===== src/rtl/nubus_pkg.sv =====
// Shared types and encodings for the NuBus slave: state enum, TM status codes
// and the {tm0n, AD[1:0]} transfer-size encodings.
package nubus_pkg;

   localparam logic [3:0] SLOT_SPACE_DEFAULT = 4'hF;

   typedef enum logic [1:0] {
      ST_IDLE  = 2'd0,
      ST_WDATA = 2'd1,
      ST_MEM   = 2'd2,
      ST_ACK   = 2'd3
   } state_t;

   // Status as driven on {tm1n_o, tm0n_o}
   typedef logic [1:0] status_t;
   localparam status_t STAT_COMPLETE = 2'b00;
   localparam status_t STAT_ERROR    = 2'b01;
   localparam status_t STAT_TIMEOUT  = 2'b10;

   // AD[1:0] meaning when tm0n is high (non-byte transfers)
   localparam logic [1:0] LANE_HALF_HI = 2'b00;
   localparam logic [1:0] LANE_BLOCK   = 2'b01;
   localparam logic [1:0] LANE_HALF_LO = 2'b10;
   localparam logic [1:0] LANE_WORD    = 2'b11;

   function automatic logic [3:0] byte_lane(input logic [1:0] lane);
      return 4'b0001 << lane;
   endfunction

endpackage


===== src/rtl/nubus_slave_if.sv =====
// Bus-side and local-memory-side signals of the NuBus slave, with the slave
// (DUT) view and the master (environment) view.
interface nubus_slave_if;
   logic [3:0]  nub_idn;
   logic        nub_startn;
   logic        nub_ackn;
   logic        nub_tm1n;
   logic        nub_tm0n;
   logic [31:0] nub_adn;
   logic        ack_oe;
   logic        tm_oe;
   logic        tm1n_o;
   logic        tm0n_o;
   logic        ad_oe;
   logic [31:0] adn_o;
   // mem_valid rises with a request and stays high until a cycle with
   // mem_ready high; mem_rdata is taken on that same edge.
   logic        mem_valid;
   logic        mem_write;
   logic [21:0] mem_addr;
   logic [3:0]  mem_be;
   logic [31:0] mem_wdata;
   logic        mem_ready;
   logic [31:0] mem_rdata;

   modport slave (
      input  nub_idn, nub_startn, nub_ackn, nub_tm1n, nub_tm0n, nub_adn,
      input  mem_ready, mem_rdata,
      output ack_oe, tm_oe, tm1n_o, tm0n_o, ad_oe, adn_o,
      output mem_valid, mem_write, mem_addr, mem_be, mem_wdata
   );

   modport master (
      output nub_idn, nub_startn, nub_ackn, nub_tm1n, nub_tm0n, nub_adn,
      output mem_ready, mem_rdata,
      input  ack_oe, tm_oe, tm1n_o, tm0n_o, ad_oe, adn_o,
      input  mem_valid, mem_write, mem_addr, mem_be, mem_wdata
   );
endinterface


===== src/rtl/nubus_lane_decode.sv =====
// Combinational decode of {tm0n, AD[1:0]} into local byte enables and a flag
// for the unsupported block transfer.
module nubus_lane_decode
   import nubus_pkg::*;
(
   input  logic       tm0n,
   input  logic [1:0] lane,
   output logic [3:0] be,
   output logic       block
);

   always_comb begin
      be    = 4'b0000;
      block = 1'b0;
      if (!tm0n) begin
         be = byte_lane(lane);
      end else begin
         case (lane)
            LANE_WORD:    be = 4'b1111;
            LANE_HALF_LO: be = 4'b0011;
            LANE_HALF_HI: be = 4'b1100;
            default:      block = 1'b1;
         endcase
      end
   end

endmodule


===== src/rtl/nubus_slave.sv =====
// NuBus slave: decodes slot-space STARTs, runs one local memory access and
// answers with a one-cycle ACK. NUBUS_SLAVE_TIMEOUT_EN adds a local wait timeout.
module nubus_slave
   import nubus_pkg::*;
#(
   parameter logic [3:0] SLOT_SPACE     = SLOT_SPACE_DEFAULT,
   parameter logic [7:0] TIMEOUT_CYCLES = 8'd255
) (
   input  logic         nub_clkn,
   input  logic         nub_reset,
   nubus_slave_if.slave bus,
   output state_t       state_dbg
);

   state_t      state;
   logic [31:0] ad;
   logic [3:0]  slot;
   logic        start_cycle;
   logic        hit;
   logic [3:0]  lane_be;
   logic        lane_block;

   // Bus lines are active low; work on true-polarity copies.
   assign ad          = ~bus.nub_adn;
   assign slot        = ~bus.nub_idn;
   assign start_cycle = ~bus.nub_startn & bus.nub_ackn;
   assign hit         = start_cycle && (ad[31:28] == SLOT_SPACE) && (ad[27:24] == slot);
   assign state_dbg   = state;

   nubus_lane_decode u_lane (
      .tm0n  (bus.nub_tm0n),
      .lane  (ad[1:0]),
      .be    (lane_be),
      .block (lane_block)
   );

`ifdef NUBUS_SLAVE_TIMEOUT_EN
   logic [7:0] wait_cnt;
   logic       expired;
   assign expired = (wait_cnt == TIMEOUT_CYCLES - 8'd1);
`else
   logic unused_timeout;
   assign unused_timeout = ^TIMEOUT_CYCLES;
`endif

   always_ff @(posedge nub_clkn or posedge nub_reset) begin
      if (nub_reset) begin
         state         <= ST_IDLE;
         bus.ack_oe    <= 1'b0;
         bus.tm_oe     <= 1'b0;
         bus.ad_oe     <= 1'b0;
         bus.tm1n_o    <= 1'b1;
         bus.tm0n_o    <= 1'b1;
         bus.adn_o     <= '1;
         bus.mem_valid <= 1'b0;
         bus.mem_write <= 1'b0;
         bus.mem_addr  <= '0;
         bus.mem_be    <= '0;
         bus.mem_wdata <= '0;
`ifdef NUBUS_SLAVE_TIMEOUT_EN
         wait_cnt      <= '0;
`endif
      end else begin
         case (state)
            ST_IDLE: begin
               if (hit) begin
                  bus.mem_addr  <= ad[23:2];
                  bus.mem_be    <= lane_be;
                  bus.mem_write <= bus.nub_tm1n;
                  bus.adn_o     <= '1;
                  if (lane_block) begin
                     state                    <= ST_ACK;
                     bus.ack_oe               <= 1'b1;
                     bus.tm_oe                <= 1'b1;
                     bus.ad_oe                <= ~bus.nub_tm1n;
                     {bus.tm1n_o, bus.tm0n_o} <= STAT_ERROR;
                  end else if (bus.nub_tm1n) begin
                     state <= ST_WDATA;
                  end else begin
                     state         <= ST_MEM;
                     bus.mem_valid <= 1'b1;
`ifdef NUBUS_SLAVE_TIMEOUT_EN
                     wait_cnt      <= '0;
`endif
                  end
               end
            end
            ST_WDATA: begin
               bus.mem_wdata <= ~bus.nub_adn;
               bus.mem_valid <= 1'b1;
               state         <= ST_MEM;
`ifdef NUBUS_SLAVE_TIMEOUT_EN
               wait_cnt      <= '0;
`endif
            end
            ST_MEM: begin
               // mem_ready is checked first so it wins over a same-edge expiry.
               if (bus.mem_ready) begin
                  state                    <= ST_ACK;
                  bus.mem_valid            <= 1'b0;
                  bus.ack_oe               <= 1'b1;
                  bus.tm_oe                <= 1'b1;
                  bus.ad_oe                <= ~bus.mem_write;
                  {bus.tm1n_o, bus.tm0n_o} <= STAT_COMPLETE;
                  if (!bus.mem_write) begin
                     bus.adn_o <= ~bus.mem_rdata;
                  end
               end
`ifdef NUBUS_SLAVE_TIMEOUT_EN
               else if (expired) begin
                  state                    <= ST_ACK;
                  bus.mem_valid            <= 1'b0;
                  bus.ack_oe               <= 1'b1;
                  bus.tm_oe                <= 1'b1;
                  bus.ad_oe                <= ~bus.mem_write;
                  {bus.tm1n_o, bus.tm0n_o} <= STAT_TIMEOUT;
               end else begin
                  wait_cnt <= wait_cnt + 8'd1;
               end
`endif
            end
            ST_ACK: begin
               state      <= ST_IDLE;
               bus.ack_oe <= 1'b0;
               bus.tm_oe  <= 1'b0;
               bus.ad_oe  <= 1'b0;
               bus.tm1n_o <= 1'b1;
               bus.tm0n_o <= 1'b1;
            end
            default: state <= ST_IDLE;
         endcase
      end
   end

endmodule

===== src/flat_wrapper.sv =====
// flat-port wrapper written by rule: the top's interface ports become plain ports
module nubus_slave_flat import nubus_pkg::*;
#(
   parameter logic [3:0] SLOT_SPACE     = SLOT_SPACE_DEFAULT,
   parameter logic [7:0] TIMEOUT_CYCLES = 8'd255
)
  (nub_clkn, nub_reset, state_dbg, bus_nub_idn, bus_nub_startn, bus_nub_ackn, bus_nub_tm1n, bus_nub_tm0n, bus_nub_adn, bus_mem_ready, bus_mem_rdata, bus_ack_oe, bus_tm_oe, bus_tm1n_o, bus_tm0n_o, bus_ad_oe, bus_adn_o, bus_mem_valid, bus_mem_write, bus_mem_addr, bus_mem_be, bus_mem_wdata);
  nubus_slave_if bus_i ();
  input  logic nub_clkn;
  input  logic nub_reset;
  output state_t state_dbg;
  input wire logic [$bits(bus_i.nub_idn)-1:0] bus_nub_idn;
  input wire logic [$bits(bus_i.nub_startn)-1:0] bus_nub_startn;
  input wire logic [$bits(bus_i.nub_ackn)-1:0] bus_nub_ackn;
  input wire logic [$bits(bus_i.nub_tm1n)-1:0] bus_nub_tm1n;
  input wire logic [$bits(bus_i.nub_tm0n)-1:0] bus_nub_tm0n;
  input wire logic [$bits(bus_i.nub_adn)-1:0] bus_nub_adn;
  input wire logic [$bits(bus_i.mem_ready)-1:0] bus_mem_ready;
  input wire logic [$bits(bus_i.mem_rdata)-1:0] bus_mem_rdata;
  output wire logic [$bits(bus_i.ack_oe)-1:0] bus_ack_oe;
  output wire logic [$bits(bus_i.tm_oe)-1:0] bus_tm_oe;
  output wire logic [$bits(bus_i.tm1n_o)-1:0] bus_tm1n_o;
  output wire logic [$bits(bus_i.tm0n_o)-1:0] bus_tm0n_o;
  output wire logic [$bits(bus_i.ad_oe)-1:0] bus_ad_oe;
  output wire logic [$bits(bus_i.adn_o)-1:0] bus_adn_o;
  output wire logic [$bits(bus_i.mem_valid)-1:0] bus_mem_valid;
  output wire logic [$bits(bus_i.mem_write)-1:0] bus_mem_write;
  output wire logic [$bits(bus_i.mem_addr)-1:0] bus_mem_addr;
  output wire logic [$bits(bus_i.mem_be)-1:0] bus_mem_be;
  output wire logic [$bits(bus_i.mem_wdata)-1:0] bus_mem_wdata;
  assign bus_i.nub_idn = bus_nub_idn;
  assign bus_i.nub_startn = bus_nub_startn;
  assign bus_i.nub_ackn = bus_nub_ackn;
  assign bus_i.nub_tm1n = bus_nub_tm1n;
  assign bus_i.nub_tm0n = bus_nub_tm0n;
  assign bus_i.nub_adn = bus_nub_adn;
  assign bus_i.mem_ready = bus_mem_ready;
  assign bus_i.mem_rdata = bus_mem_rdata;
  assign bus_ack_oe = bus_i.ack_oe;
  assign bus_tm_oe = bus_i.tm_oe;
  assign bus_tm1n_o = bus_i.tm1n_o;
  assign bus_tm0n_o = bus_i.tm0n_o;
  assign bus_ad_oe = bus_i.ad_oe;
  assign bus_adn_o = bus_i.adn_o;
  assign bus_mem_valid = bus_i.mem_valid;
  assign bus_mem_write = bus_i.mem_write;
  assign bus_mem_addr = bus_i.mem_addr;
  assign bus_mem_be = bus_i.mem_be;
  assign bus_mem_wdata = bus_i.mem_wdata;
  nubus_slave #(.SLOT_SPACE(SLOT_SPACE), .TIMEOUT_CYCLES(TIMEOUT_CYCLES)) u_core (.nub_clkn(nub_clkn), .nub_reset(nub_reset), .bus(bus_i), .state_dbg(state_dbg));
endmodule

===== config.mk =====
export PLATFORM = sky130hd
export DESIGN_NAME = nubus_slave_flat
export DESIGN_NICKNAME = d
export VERILOG_FILES = /design/src/rtl/nubus_pkg.sv /design/src/rtl/nubus_slave_if.sv /design/src/rtl/nubus_lane_decode.sv /design/src/rtl/nubus_slave.sv /design/src/flat_wrapper.sv
export SDC_FILE = /design/constraint.sdc
export NUM_CORES = 1
export LEC_CHECK = 0
export CORE_MARGIN = 2
export CORE_UTILIZATION = 43
export CTS_CLUSTER_DIAMETER = 30
export DETAILED_ROUTE_END_ITERATION = 6
export GPL_ROUTABILITY_DRIVEN = 0
export PLACE_DENSITY = 0.83
export SLEW_MARGIN = 15
export SYNTH_ARGS = -nofsm -noshare
export SYNTH_HDL_FRONTEND = slang
export SYNTH_HIERARCHICAL = 1
export SYNTH_SLANG_ARGS = --single-unit

===== constraint.sdc =====
create_clock -name nub_clkn -period 3.15 [get_ports nub_clkn]
set_input_delay 0.315 -clock nub_clkn [delete_from_list [all_inputs] [get_ports nub_clkn]]
set_output_delay 0.315 -clock nub_clkn [all_outputs]
set_load 0.01 [all_outputs]

==> out/results.ini <==
[status]
status=finished clean

[routing]
drt_iter0_drc=94
drc_errors=0
dr.pass1.iters=4
final_antenna_net_count=0
wl_mm=10.4
wl_per_cell_um=16.4
viasPerCell=4.94
vias=3151

[yosys]
yosysWarnings=6
netlist_area_mm2=0.00415
postSynthAreaPerCell_um2=12.5
ys_seq_area_share_pct=60.2
synth_cells=331
synth_top_area_cell=dfrtp_1
synth.area.top_cells=dfrtp_1, dfstp_2, a2bb2oi_2
synth_seq_cells=98
synth_fp_nets=415
ys_types=34
synth_top_area_share_pct=38.6

[sta]
period_share_pct=77.1
slew_violations=0
rsz0062_at_grt=false
holdWs_ps=381
hold_viol=0
tns_ps=0
tightest_slew_ps=596
finClkSkew_ps=7.80
relSlewSlack_pct=60.3
setup_viol=0
finalCriticalPeriod_ps=2430
fmax_mhz=412

[critical_path]
worstSetupEndpointType=flop
start_kind=flop
cp-endpoint=u_core/bus.mem_be[3]
rr_endpoint=u_core/bus.mem_be[3]
rr_worst_depth=6
worst_ep_required_time_ps=3400
regToRegSetupSlack_ps=720
crit_path_max_fanout=28
rr_startpoint=u_core/state_dbg[1]
critPathLaunch=u_core/state_dbg[1]
crit_type=reg -> reg
crit_arrival_ps=2680

[cells_and_area]
mostFrequentLayoutCells=clkdlybuf4s50_1, dfrtp_1, nor2_1
postLayoutCellArea_mm2=0.00619
area_growth_syn_to_layout_pct=49.1
drive_above_1_share_pct=20.6
layout_commonest_cell=clkdlybuf4s50_1
diodes=0
postLayoutCoreUtil_pct=66.6
final_nets=588

[clock_tree]
path_clk_slew_ps=100
htree_num_levels=3
hold_buffers=0
insertion_delay_ps=360
cts_setup_buffers=0
max-clock-path-buffers=2
cts_made_buffers=9
root_buffer=clkbuf_8
cts_tree=yes
cts_resized=0
cts_num_sinks=98

[global_route]
grt_overflow=0
track_usage_pct=20.2
grt_first_pass_wirelength_mm=16.3
grt_start_max_net_pins=51
grt_pass1_vias=3355
antenna_found_initial=0

[floorplanning]
chipWidth_um=102
die_h_um=102
start_util_pct=44.7
io_pins=174
core-area_mm2=0.00928
fp-row-count=35
dieArea_mm2=0.0104

[power_and_ir_drop]
vdd_drop_max_uv=512
powerDensity_mw_per_mm2=862
leakage_nw=2.55

[flow_run]
drv_cap=0

[min_path]
hold_path.class=in -> async

[placed_design]
place_area_mm2=0.00600
portBuffers=173
hpwl_mm=7.81

## metal layers
layer  part of all wire, %  track usage [%]  vias up
met4                   1.9             7.18        0
met1                    40             24.0     1498
met3                   8.7             6.02       21
li1                      -                -     1493
met5                     0                0        -
met2                    50             34.8      139
## power by group
part	switching (mW)	total [mW]	internal, mW	leakage [nW]
logic	1.09	2.52	1.43	1.33
registers	0.259	2.05	1.79	1.13
clock network	0.449	0.766	0.316	0.0898
## worst min-delay path by stage
stage	startpoint	to	slack, ps
2_1_floorplan	bus_mem_rdata[0]	u_core/bus.adn_o[0]	350
3_3_place_gp	u_core/bus.adn_o[14]	u_core/bus.adn_o[14]	490
3_5_place_dp	u_core/bus.adn_o[14]	u_core/bus.adn_o[14]	500
4_1_cts	nub_reset	u_core/bus.mem_wdata[14]	390
5_1_grt	nub_reset	u_core/bus.mem_wdata[17]	410
6_report	nub_reset	u_core/bus.mem_wdata[17]	380
## cells by family after synthesis
group | count (synthesis) | share of synthesized area [%]
AOI/OAI and AO/OA | 107 | 21.1
xor gates and xnor gates | 4 | 0.845
adders and majority gates | 9 | 2.71
buffers and inverters | 32 | 4.31
DFF | 98 | 60.2
muxes | 12 | 3.17
and+or+nand+nor | 69 | 7.66
## cell type report
type / count / area, um^2
Timing Repair Buffer: 181 / 1820
Fill cell: 706 / 3100
Clock buffer: 10 / 138
Multi-Input combinational cell: 201 / 1480
Tap cell: 129 / 161
Clock inverter: 6 / 47.5
Sequential cell: 98 / 2490
Inverter: 13 / 51.3
## cells in the mapped netlist
| cell type | number |
|---|---|
| dfrtp_1 | 64 |
| nor2_1 | 56 |
| a21oi_1 | 54 |
| dfstp_2 | 34 |
| a2bb2oi_2 | 30 |
| o21ai_0 | 14 |
| inv_1 | 12 |
| ha_1 | 9 |
| mux2_2 | 9 |
| buf_6 | 7 |
| clkbuf_1 | 6 |
| xnor2_1 | 4 |
| buf_1 | 3 |
| mux2i_1 | 3 |
| nand2_1 | 3 |
| a2bb2oi_1 | 2 |
| a31oi_1 | 2 |
| buf_2 | 2 |
| o22ai_1 | 2 |
| a21boi_4 | 1 |
| a21oi_4 | 1 |
| and2_2 | 1 |
| buf_4 | 1 |
| clkinv_1 | 1 |
| nand2b_1 | 1 |
| nand3_1 | 1 |
| nand3_2 | 1 |
| nand3b_1 | 1 |
| nor3_4 | 1 |
| nor3b_1 | 1 |
| nor4b_4 | 1 |
| o22a_1 | 1 |
| or2_1 | 1 |
| or3_1 | 1 |
## critical path: stages (launching register included)
cell	delay, ps
dfrtp_1	430
inv_1	120
ha_1	460
clkinv_1	360
nor3_4	260
buf_4	310
mux2_2	380
## per-stage QoR
stage	setup WS (ps)	total power, mW	std cells
floorplan	329	3.46	331
global placement	760	4.50	622
detailed placement	685	4.60	622
CTS	715	5.38	638
global route	531	5.66	638
finish	721	5.33	638
## registers in the layout, summed over array words and instances, names as in the netlist
name and cells:
u_core/bus.tm0n_o 1, u_core/bus.mem_addr 22, u_core/bus.tm1n_o 1, u_core/bus.tm_oe 1, u_core/bus.ad_oe 1, u_core/state_dbg 2, u_core/bus.adn_o 32, u_core/bus.mem_be 4
u_core/bus.mem_wdata 32, u_core/bus.mem_valid 1, u_core/bus.mem_write 1
(Power assumes the default switching activity.)
